$ cat config.mk
export PLATFORM = sky130hd
export DESIGN_NAME = nec_ir_rx
export DESIGN_NICKNAME = d
export VERILOG_FILES = /design/src/rtl/nec_ir_rx.sv
export SDC_FILE = /design/constraint.sdc
export NUM_CORES = 1
export LEC_CHECK = 0
export BUFFER_PORTS_ARGS = -buffer_cell sky130_fd_sc_hd__buf_2
export CORE_ASPECT_RATIO = 0.6
export CORE_MARGIN = 2
export CORE_UTILIZATION = 35
export DETAILED_ROUTE_END_ITERATION = 16
export PLACE_DENSITY_LB_ADDON = 0.15
export SLEW_MARGIN = 0
export SYNTH_ARGS = -nofsm -noshare
export SYNTH_HDL_FRONTEND = slang
export SYNTH_SLANG_ARGS = --single-unit
$ cat constraint.sdc
create_clock -name clk -period 6.4 [get_ports clk]
set_clock_uncertainty 0.05 [all_clocks]
set_input_delay 0.32 -clock clk [delete_from_list [all_inputs] [get_ports clk]]
set_output_delay 0.32 -clock clk [all_outputs]
set_load 0.01 [all_outputs]
$ cat src/rtl/nec_ir_rx.sv
// NEC infrared receiver: 9 ms/4.5 ms leader, 32 LSB-first bits (addr, cmd, ~cmd), 560 us stop.
// Define NEC_REPEAT_EN to compile in repeat-code decoding (RPT_STOP state and rpt_flag).
module nec_ir_rx #(
  parameter int unsigned CLK_HZ     = 50000000,
  parameter int unsigned TOL_PCT    = 25,
  parameter int unsigned TIMEOUT_US = 12000
) (
  input  logic        clk,
  input  logic        rst_n,
  input  logic        iIR,
  output logic [15:0] iraddr,
  output logic [7:0]  ircmd,
  output logic        get_flag,
  output logic        err_flag,
  output logic        rpt_flag,
  output logic        busy
);

  localparam int unsigned PreDiv = CLK_HZ / 1000000;
  localparam int unsigned PreW   = (PreDiv > 1) ? $clog2(PreDiv) : 1;
  localparam int unsigned CntW   = $clog2(TIMEOUT_US + 1);
  localparam logic [PreW-1:0] PreMax = PreW'(PreDiv - 1);
  localparam logic [CntW-1:0] CntMax = CntW'(TIMEOUT_US);

  function automatic logic [CntW-1:0] lim(input int unsigned nom, input int unsigned pct);
    return CntW'(nom * pct / 100);
  endfunction

  function automatic logic in_win(input logic [CntW-1:0] w, input logic [CntW-1:0] lo,
                                  input logic [CntW-1:0] hi);
    return (w >= lo) && (w <= hi);
  endfunction

  localparam logic [CntW-1:0] LeadLowLo  = lim(9000, 100 - TOL_PCT);
  localparam logic [CntW-1:0] LeadLowHi  = lim(9000, 100 + TOL_PCT);
  localparam logic [CntW-1:0] LeadHighLo = lim(4500, 100 - TOL_PCT);
  localparam logic [CntW-1:0] LeadHighHi = lim(4500, 100 + TOL_PCT);
  localparam logic [CntW-1:0] ShortLo    = lim(560, 100 - TOL_PCT);
  localparam logic [CntW-1:0] ShortHi    = lim(560, 100 + TOL_PCT);
  localparam logic [CntW-1:0] OneLo      = lim(1690, 100 - TOL_PCT);
  localparam logic [CntW-1:0] OneHi      = lim(1690, 100 + TOL_PCT);
`ifdef NEC_REPEAT_EN
  localparam logic [CntW-1:0] RptHighLo  = lim(2250, 100 - TOL_PCT);
  localparam logic [CntW-1:0] RptHighHi  = lim(2250, 100 + TOL_PCT);
`endif

  typedef enum logic [2:0] {
    StIdle,
    StLeadLow,
    StLeadHigh,
    StBitLow,
    StBitHigh,
    StStop
`ifdef NEC_REPEAT_EN
    , StRptStop
`endif
  } state_e;

  state_e state_q, state_d;

  // Input synchroniser and edge detect; all flops idle high so reset release is edge-free.
  logic ir_s1, ir_s2, ir_prev;
  logic fall, rise;

  always_ff @(posedge clk or negedge rst_n) begin
    if (!rst_n) begin
      ir_s1   <= 1'b1;
      ir_s2   <= 1'b1;
      ir_prev <= 1'b1;
    end else begin
      ir_s1   <= iIR;
      ir_s2   <= ir_s1;
      ir_prev <= ir_s2;
    end
  end

  assign fall = ir_prev & ~ir_s2;
  assign rise = ~ir_prev & ir_s2;

  // 1 us prescaler and saturating phase-width counter, both restarted on every edge.
  logic [PreW-1:0] pre_q;
  logic [CntW-1:0] width_q;
  logic            timeout;

  always_ff @(posedge clk or negedge rst_n) begin
    if (!rst_n) begin
      pre_q   <= '0;
      width_q <= '0;
    end else if (fall || rise) begin
      pre_q   <= '0;
      width_q <= '0;
    end else if (pre_q == PreMax) begin
      pre_q <= '0;
      if (width_q != CntMax) width_q <= width_q + 1'b1;
    end else begin
      pre_q <= pre_q + 1'b1;
    end
  end

  assign timeout = (width_q == CntMax);

  logic win_lead_low, win_lead_high, win_short, win_one;
  assign win_lead_low  = in_win(width_q, LeadLowLo, LeadLowHi);
  assign win_lead_high = in_win(width_q, LeadHighLo, LeadHighHi);
  assign win_short     = in_win(width_q, ShortLo, ShortHi);
  assign win_one       = in_win(width_q, OneLo, OneHi);
`ifdef NEC_REPEAT_EN
  logic win_rpt_high;
  assign win_rpt_high  = in_win(width_q, RptHighLo, RptHighHi);
`endif

  logic [5:0]  bit_cnt_q;
  logic [31:0] shift_q;
  logic        cmd_ok;
  assign cmd_ok = ((shift_q[23:16] ^ shift_q[31:24]) == 8'hFF);

  // State register
  always_ff @(posedge clk or negedge rst_n) begin
    if (!rst_n) state_q <= StIdle;
    else        state_q <= state_d;
  end

  // Next-state logic; a timeout always takes priority over a coincident edge.
  always_comb begin
    state_d = state_q;
    case (state_q)
      StIdle: begin
        if (fall) state_d = StLeadLow;
      end
      StLeadLow: begin
        if (timeout)   state_d = StIdle;
        else if (rise) state_d = win_lead_low ? StLeadHigh : StIdle;
      end
      StLeadHigh: begin
        if (timeout) begin
          state_d = StIdle;
        end else if (fall) begin
          if (win_lead_high) state_d = StBitLow;
`ifdef NEC_REPEAT_EN
          else if (win_rpt_high) state_d = StRptStop;
`endif
          else state_d = StIdle;
        end
      end
      StBitLow: begin
        if (timeout)   state_d = StIdle;
        else if (rise) state_d = win_short ? StBitHigh : StIdle;
      end
      StBitHigh: begin
        if (timeout) begin
          state_d = StIdle;
        end else if (fall) begin
          if (win_short || win_one) state_d = (bit_cnt_q == 6'd31) ? StStop : StBitLow;
          else                      state_d = StIdle;
        end
      end
      StStop: begin
        if (timeout || rise) state_d = StIdle;
      end
`ifdef NEC_REPEAT_EN
      StRptStop: begin
        if (timeout || rise) state_d = StIdle;
      end
`endif
      default: state_d = StIdle;
    endcase
  end

`ifdef NEC_REPEAT_EN
  logic have_frame_q;
  logic rpt_d, rpt_q;
`endif
  logic get_d, err_d, get_q, err_q;
  logic shift_en, shift_bit, cnt_clr;

  // Output / datapath-control logic
  always_comb begin
    get_d     = 1'b0;
    err_d     = 1'b0;
    shift_en  = 1'b0;
    shift_bit = 1'b0;
    cnt_clr   = 1'b0;
`ifdef NEC_REPEAT_EN
    rpt_d     = 1'b0;
`endif
    case (state_q)
      StLeadHigh: begin
        if (timeout) begin
          err_d = 1'b1;
        end else if (fall) begin
          if (win_lead_high) cnt_clr = 1'b1;
`ifdef NEC_REPEAT_EN
          else if (!win_rpt_high) err_d = 1'b1;
`else
          else err_d = 1'b1;
`endif
        end
      end
      StBitLow: begin
        if (timeout || (rise && !win_short)) err_d = 1'b1;
      end
      StBitHigh: begin
        if (timeout) begin
          err_d = 1'b1;
        end else if (fall) begin
          if (win_short || win_one) begin
            shift_en  = 1'b1;
            shift_bit = win_one;
          end else begin
            err_d = 1'b1;
          end
        end
      end
      StStop: begin
        if (timeout) begin
          err_d = 1'b1;
        end else if (rise) begin
          if (win_short && cmd_ok) get_d = 1'b1;
          else                     err_d = 1'b1;
        end
      end
`ifdef NEC_REPEAT_EN
      StRptStop: begin
        if (timeout) begin
          err_d = 1'b1;
        end else if (rise) begin
          if (win_short && have_frame_q) rpt_d = 1'b1;
          else                           err_d = 1'b1;
        end
      end
`endif
      default: ;
    endcase
  end

  always_ff @(posedge clk or negedge rst_n) begin
    if (!rst_n) begin
      bit_cnt_q <= '0;
      shift_q   <= '0;
      iraddr    <= '0;
      ircmd     <= '0;
      get_q     <= 1'b0;
      err_q     <= 1'b0;
    end else begin
      get_q <= get_d;
      err_q <= err_d;
      if (cnt_clr) begin
        bit_cnt_q <= '0;
      end else if (shift_en) begin
        shift_q   <= {shift_bit, shift_q[31:1]};
        bit_cnt_q <= bit_cnt_q + 1'b1;
      end
      if (get_d) begin
        iraddr <= shift_q[15:0];
        ircmd  <= shift_q[23:16];
      end
    end
  end

`ifdef NEC_REPEAT_EN
  always_ff @(posedge clk or negedge rst_n) begin
    if (!rst_n) begin
      have_frame_q <= 1'b0;
      rpt_q        <= 1'b0;
    end else begin
      rpt_q <= rpt_d;
      if (get_d) have_frame_q <= 1'b1;
    end
  end
  assign rpt_flag = rpt_q;
`else
  assign rpt_flag = 1'b0;
`endif

  assign get_flag = get_q;
  assign err_flag = err_q;
  assign busy     = (state_q != StIdle);

endmodule

# ---- After elaboration in Yosys (flattened, before gate mapping)
# Index checks and enable logic that the tools add are counted.
dict set report word_totals {
  register_bits 90
  latchBits 0
  ramBits 0
  mem_bits_ro 0
  input_bits 3
  out_inout_bits 28
  memories 0
}
dict set report op_classes {
  n_addsub 3
  multipliers 0
  div 0
  magnitude_cmp 8
  eq_ne 16
  shift 0
  muxes 50
  n_bitwise 6
  n_reduce_logical 19
}
# operator count
set ops {}
lappend ops {{14-bit 2-to-1 mux} 3}
lappend ops {{3-bit 2-to-1 mux} 13}
lappend ops {{1-bit 2-to-1 mux} 26}
lappend ops {{6-bit 2-to-1 mux} 4}
lappend ops {{3-bit case mux with 6 select lines} 1}
lappend ops {{14-bit by 1-bit adder with 14-bit output (second input constant)} 1}
lappend ops {{14-bit == test (second input constant)} 1}
lappend ops {{14-bit by 11-bit >= comparator with 1-bit output (second input constant)} 1}
lappend ops {{14-bit by 12-bit >= comparator with 1-bit output (second input constant)} 1}
lappend ops {{14-bit by 13-bit >= comparator with 1-bit output (second input constant)} 1}
lappend ops {{14-bit by 9-bit >= comparator with 1-bit output (second input constant)} 1}
lappend ops {{14-bit by 10-bit less-or-equal comparator with 1-bit output (second input constant)} 1}
lappend ops {{14-bit by 12-bit less-or-equal comparator with 1-bit output (second input constant)} 1}
lappend ops {{14-bit by 13-bit less-or-equal comparator with 1-bit output (second input constant)} 1}
lappend ops {{14-bit less-or-equal comparator (second input constant)} 1}
lappend ops {{14-bit inequality test (second input constant)} 1}
lappend ops {{6-bit by 1-bit adder with 6-bit output (second input constant)} 2}
lappend ops {{3-bit inequality test (second input constant)} 4}
lappend ops {{8-bit == test (second input constant)} 1}
lappend ops {{8-bit XOR} 1}
lappend ops {{3-bit by 2-bit == test with 1-bit output (second input constant)} 2}
lappend ops {{3-bit == test (second input constant)} 2}
lappend ops {{6-bit by 5-bit == test with 1-bit output (second input constant)} 1}
lappend ops {{6-bit == test (second input constant)} 1}
lappend ops {{other kinds (14)} 30}

# ---- Depth between registers and ports, before layout
dict set report depth {
  ltp_word 9
  mapped_depth 9
  ltp_nobuf 8
}

# ---- Least setup slack after synthesis
# No wires, ideal clock.
dict set report synth_path {
  path_type {register to register}
  start {reg width_q[1]}
  end {reg shift_q[0]}
  setup_ns 0.125
  arrival_time_ns 2.229
  required_ns 6.225
  slack_ns 3.996
  stages_incl_launch_ff 9
  n_path_buf 1
  synth_period_minus_slack_ns 2.404
  path_cell_list {dfrtp_1 > ha_1 > or3_1 > a2111o_1 > o211ai_2 > o21ai_2 > nand2_1 > buf_4 > mux2_2}
}
dict set report synth_between {
  elab_chain_len 8
  word_cells_on_any_way 21
  cone_classes {order compare: 6; eq/ne: 1; mux: 8; bitwise: 1; reduce/logical: 5}
}
# item line
set synth_rtl {}
lappend synth_rtl {{start, declared} 82} ;# logic [CntW-1:0] width_q;
lappend synth_rtl {{start signal, assigned} 94} ;# if (width_q != CntMax) width_q <= width_q + 1'b1;
lappend synth_rtl {{14-bit by 9-bit >= comparator with 1-bit output, or another cell as far along} 31} ;# return (w >= lo) && (w <= hi);
lappend synth_rtl {{1-bit logical AND} 31}
lappend synth_rtl {{1-bit logical OR or 1-bit 2-to-1 mux (tied branches)} {206, 191}}
lappend synth_rtl {{1-bit 2-to-1 mux (on tied branches)} {206, 190}}
lappend synth_rtl {{1-bit 2-to-1 mux (on tied branches)} {205, 188}}
lappend synth_rtl {{1-bit 2-to-1 mux (on tied branches)} {203, 186}}
lappend synth_rtl {{1-bit 2-to-1 mux or 1-bit NOT (tied branches)} -}
lappend synth_rtl {{2-bit AND reduction (no line) *} -}
lappend synth_rtl {{end signal, assigned} 250} ;# shift_q <= {shift_bit, shift_q[31:1]};
lappend synth_rtl {{end, declared} 113} ;# logic [31:0] shift_q;
# Mark *: on every way between the ends. The rest lies on a longest branch, timed or not.
# A chain may end at the register's enable or synchronous reset.

# ---- Worst setup path after layout
dict set report layout_path {
  start {reg width_q[1]}
  end {reg shift_q[13]}
}
# Same word-level chain as after synthesis.

==> summary.md <==
| Metric | Value |
|---|---|
| Top cell type's share of synthesized area | approximately 49% |
| Final Hold Vio Count | 0 |
| Setup_tns | 0 ns |
| Placed Instances | between 500 and 600 |
| Slowest stage delay, CP | around 0.46 ns |
| Vias | roughly 3000 |
| Post-route minimum period | about 2.8 ns |
| Most numerous cell in the Yosys netlist | dfrtp_1 |
| Yosys reg bits | 90 |
| Port bufs | 29 |
| Synth Instances | 396 |
| Largest net degree at the start of global routing | 60 |
| Worst r2r dst | shift_q[13] |
| Gp weighted congestion | just over 0.8 |
| RSZ-0062 raised after global routing | false |
| Global-route wire length before repair | around 15000 um |
| Via density per instance | approximately 5 |
| CP max stage cell | dfrtp_1 |
| Reg2Reg Depth | 8 |
| Boundary Pins | 31 |
| Worst Path Buf+Inv | 1 |
| Post-CTS Hold Fix Bufs | 1 |
| Worst R2R Setup Slack | between 3 and 4 ns |
| Worst vdd ir | about 0.00015 V |
| Setup Fix Bufs, Post-CTS | 0 |
| CTS tree | yes |
| Largest cells by area after synthesis | dfrtp_1, mux2_2, xnor2_1 |
| Layout area overhead | 12.8% |
| Worst slew pin tran | approximately 0.74 ns |
| Global Route Usage Sum | between 10% and 20% |
| H-tree depth | 3 |
| Worst-Skew Late Latency | 0.34 ns |
| Rows | 31 |
| N_diodes | 0 |
| Synth async-reset ratio | 100% |
| CP endpoint | shift_q[13] |
| Die Area | ~14000 um^2 |
| Power, Total | roughly 1.2 mW |
| Seq/Total Area, Yosys | a little over 50% |
| Placed wire-length estimate | just over 6000 um |
| CP Max Fanout | 31 |
| Peak Freq | around 360 MHz |
| Kind of cell adding the most delay to the critical path | compound AO/OA/AOI/OAI gates |
| Setup Viol. Count Final | 0 |
| Residual DRC count | 0 |
| # Max-Cap Violations | 0 |
| PwrDens | about 240 nW/um^2 |
| Cell Area, Synth | approximately 4500 um^2 |
| Crit end category | flip-flop |
| Slew headroom | 50.5% |
| Initial antenna violation count | 0 |
| Kind of critical path | reg -> reg |
| Status | finished clean |
| CP Cell Sequence | ha_1 > or3_1 > a2111o_1 > o211ai_2 > o21ai_2 > nand2_1 > buf_4 > mux2_2 |
| Top_reg_cell synth | dfrtp_1 |
| Design area | roughly 5000 um^2 |
| Grt ovf | 0 |
| Final Slew Violations | 0 |
| TritonCTS Buffers | 9 |
| Critical Path Source | width_q[1] |
| CTS sink count | 90 |
| Syn Area/Cell | about 11 um^2 |
| Synth warnings | 0 |
| CTS resizes | 0 |
| WL final | between 8000 and 9000 um |
| Synth unique cells | between 60 and 70 |
| Root buffer cell | clkbuf_16 |
| Reg-to-Reg Start | width_q[1] |
| Final ANT Viol Nets | 0 |
| Worst hold slack | between 0.03 and 0.04 ns |
| Count of non-filler cells in the finished layout | slightly below 600 |
| DIE WIDTH | about 150 um |
| Initial drt markers | 158 |
| Area post-placement | around 4700 um^2 |
| Required time of the critical path | between 6 and 7 ns |
| CP Depth | 8 |
| Clock slew at reported path FFs | 0.07 ns |
| Initial Util | around 36% |
| Core Box Area | between 10000 and 15000 um^2 |
| Clock Path Buffers | 2 |
| Post-layout util | ~41% |
| Post-synth top area cell | dfrtp_1 |
| Setup ws final | approximately 3.6 ns |
| Period utilization | between 40% and 50% |
| Syn Nets | 409 |
| Setup crit start kind | flip-flop |
| EDFF count, synth | 0 |
| Routed WL per cell | between 15 and 20 um |
| Leak pwr | around 2.4 nW |
| Data arrival time of the worst path | between 2 and 3 ns |
| Final #Nets | 430 |
| Vias in the first global route | 2845 |
| Die Y | around 91 um |
| Worst slack at placement | 3.60 ns |
| HP Class | in -> reg |
| Layout cells sized above 1 | between 20% and 30% |
| DRT Pass-1 Iters | 4 |
| Most frequent cells after synthesis | dfrtp_1, mux2_2, nand2_1, nor2_1, xnor2_1 |
==> worst reg2reg max path, stage by stage, from the launching register on <==
cell,delay (ns)
dfrtp_1,0.46
ha_1,0.26
or3_1,0.33
a2111o_1,0.43
o211ai_2,0.12
o21ai_2,0.17
nand2_1,0.10
buf_4,0.36
mux2_2,0.41
==> power by group <==
| group | leakage, nW | switching, mW | internal [mW] |
|---|---|---|---|
| Sequential | 1.24 | 0.0125 | 0.576 |
| Clock | 0.153 | 0.233 | 0.310 |
| Combinational | 1.02 | 0.0419 | 0.0205 |
| Total | 2.41 | 0.288 | 0.907 |
==> worst min path at each step <==
stage	from	end	slack, ns	cells past startpoint
2_1_floorplan	rst_n	bit_cnt_q[0]	-0.03	0
3_3_place_gp	rst_n	pre_q[1]	0.24	1
3_5_place_dp	rst_n	pre_q[1]	0.25	1
4_1_cts	iIR	ir_s1	0.02	1
5_1_grt	iIR	ir_s1	0.02	1
6_report	iIR	ir_s1	0.04	1
==> layout make-up <==
class                   instances  area (um^2)
inverters                      11         41.3
clock inverters                 7         81.3
repair buffers                 33          180
multi-input cells             272         2040
flip-flops and latches         90         2260
fillers                      1193         7220
well taps                     165          206
clock buffers                   9          225
==> kinds of logic (layout without fill, tap and decap cells) <==
family	Yosys count	after routing	synth area share [%]
AND/OR/NAND/NOR	124	124	15.1
flip-flops	90	90	50.6
AO/OA/AOI/OAI	56	56	8.78
multiplexers	56	56	14.1
buffers and inverters	34	60	3.62
XOR/XNOR	25	25	4.91
adder cells (fa/ha/maj)	10	10	2.81
other	1	1	0.0841
==> state kept, by name, summed over array words and instances (netlist names) <==
signal,cells
bit_cnt_q,6
ircmd,8
state_q,3
ir_prev,1
err_flag,1
shift_q,32
width_q,14
ir_s2,1
iraddr,16
get_flag,1
pre_q,6
ir_s1,1
==> layer usage <==
metal	share of wire (%)	GRT usage [%]	vias to the layer above
met1	55	22.4	1484
met4	0.94	3.30	0
met3	5.5	4.12	6
met2	38	18.4	59
met5	0	0	-
li1	-	-	1453
==> cell usage in the layout, fill, tap and decap left out, types with 3 or more instances in the layout <==
cell type and instances:
o21ai_0 11, nand2_1 23, o31ai_1 3, nor2b_1 4
xnor2_1 21, o22ai_1 3, nor2_1 23, a21o_1 3
nand3_1 11, buf_4 4, inv_1 11, or4_1 3
inv_6 4, a211oi_1 3, o211ai_1 3, dfstp_2 3
nor4_1 4, and3_1 3, and2_1 14, ha_1 10
mux2_2 55, nor3_1 9, buf_2 28, clkbuf_16 9
or3_1 3, a21oi_1 11, xor2_1 4, dfrtp_1 87
nand4_1 11
Note: power is estimated with default switching activity, not from simulation.
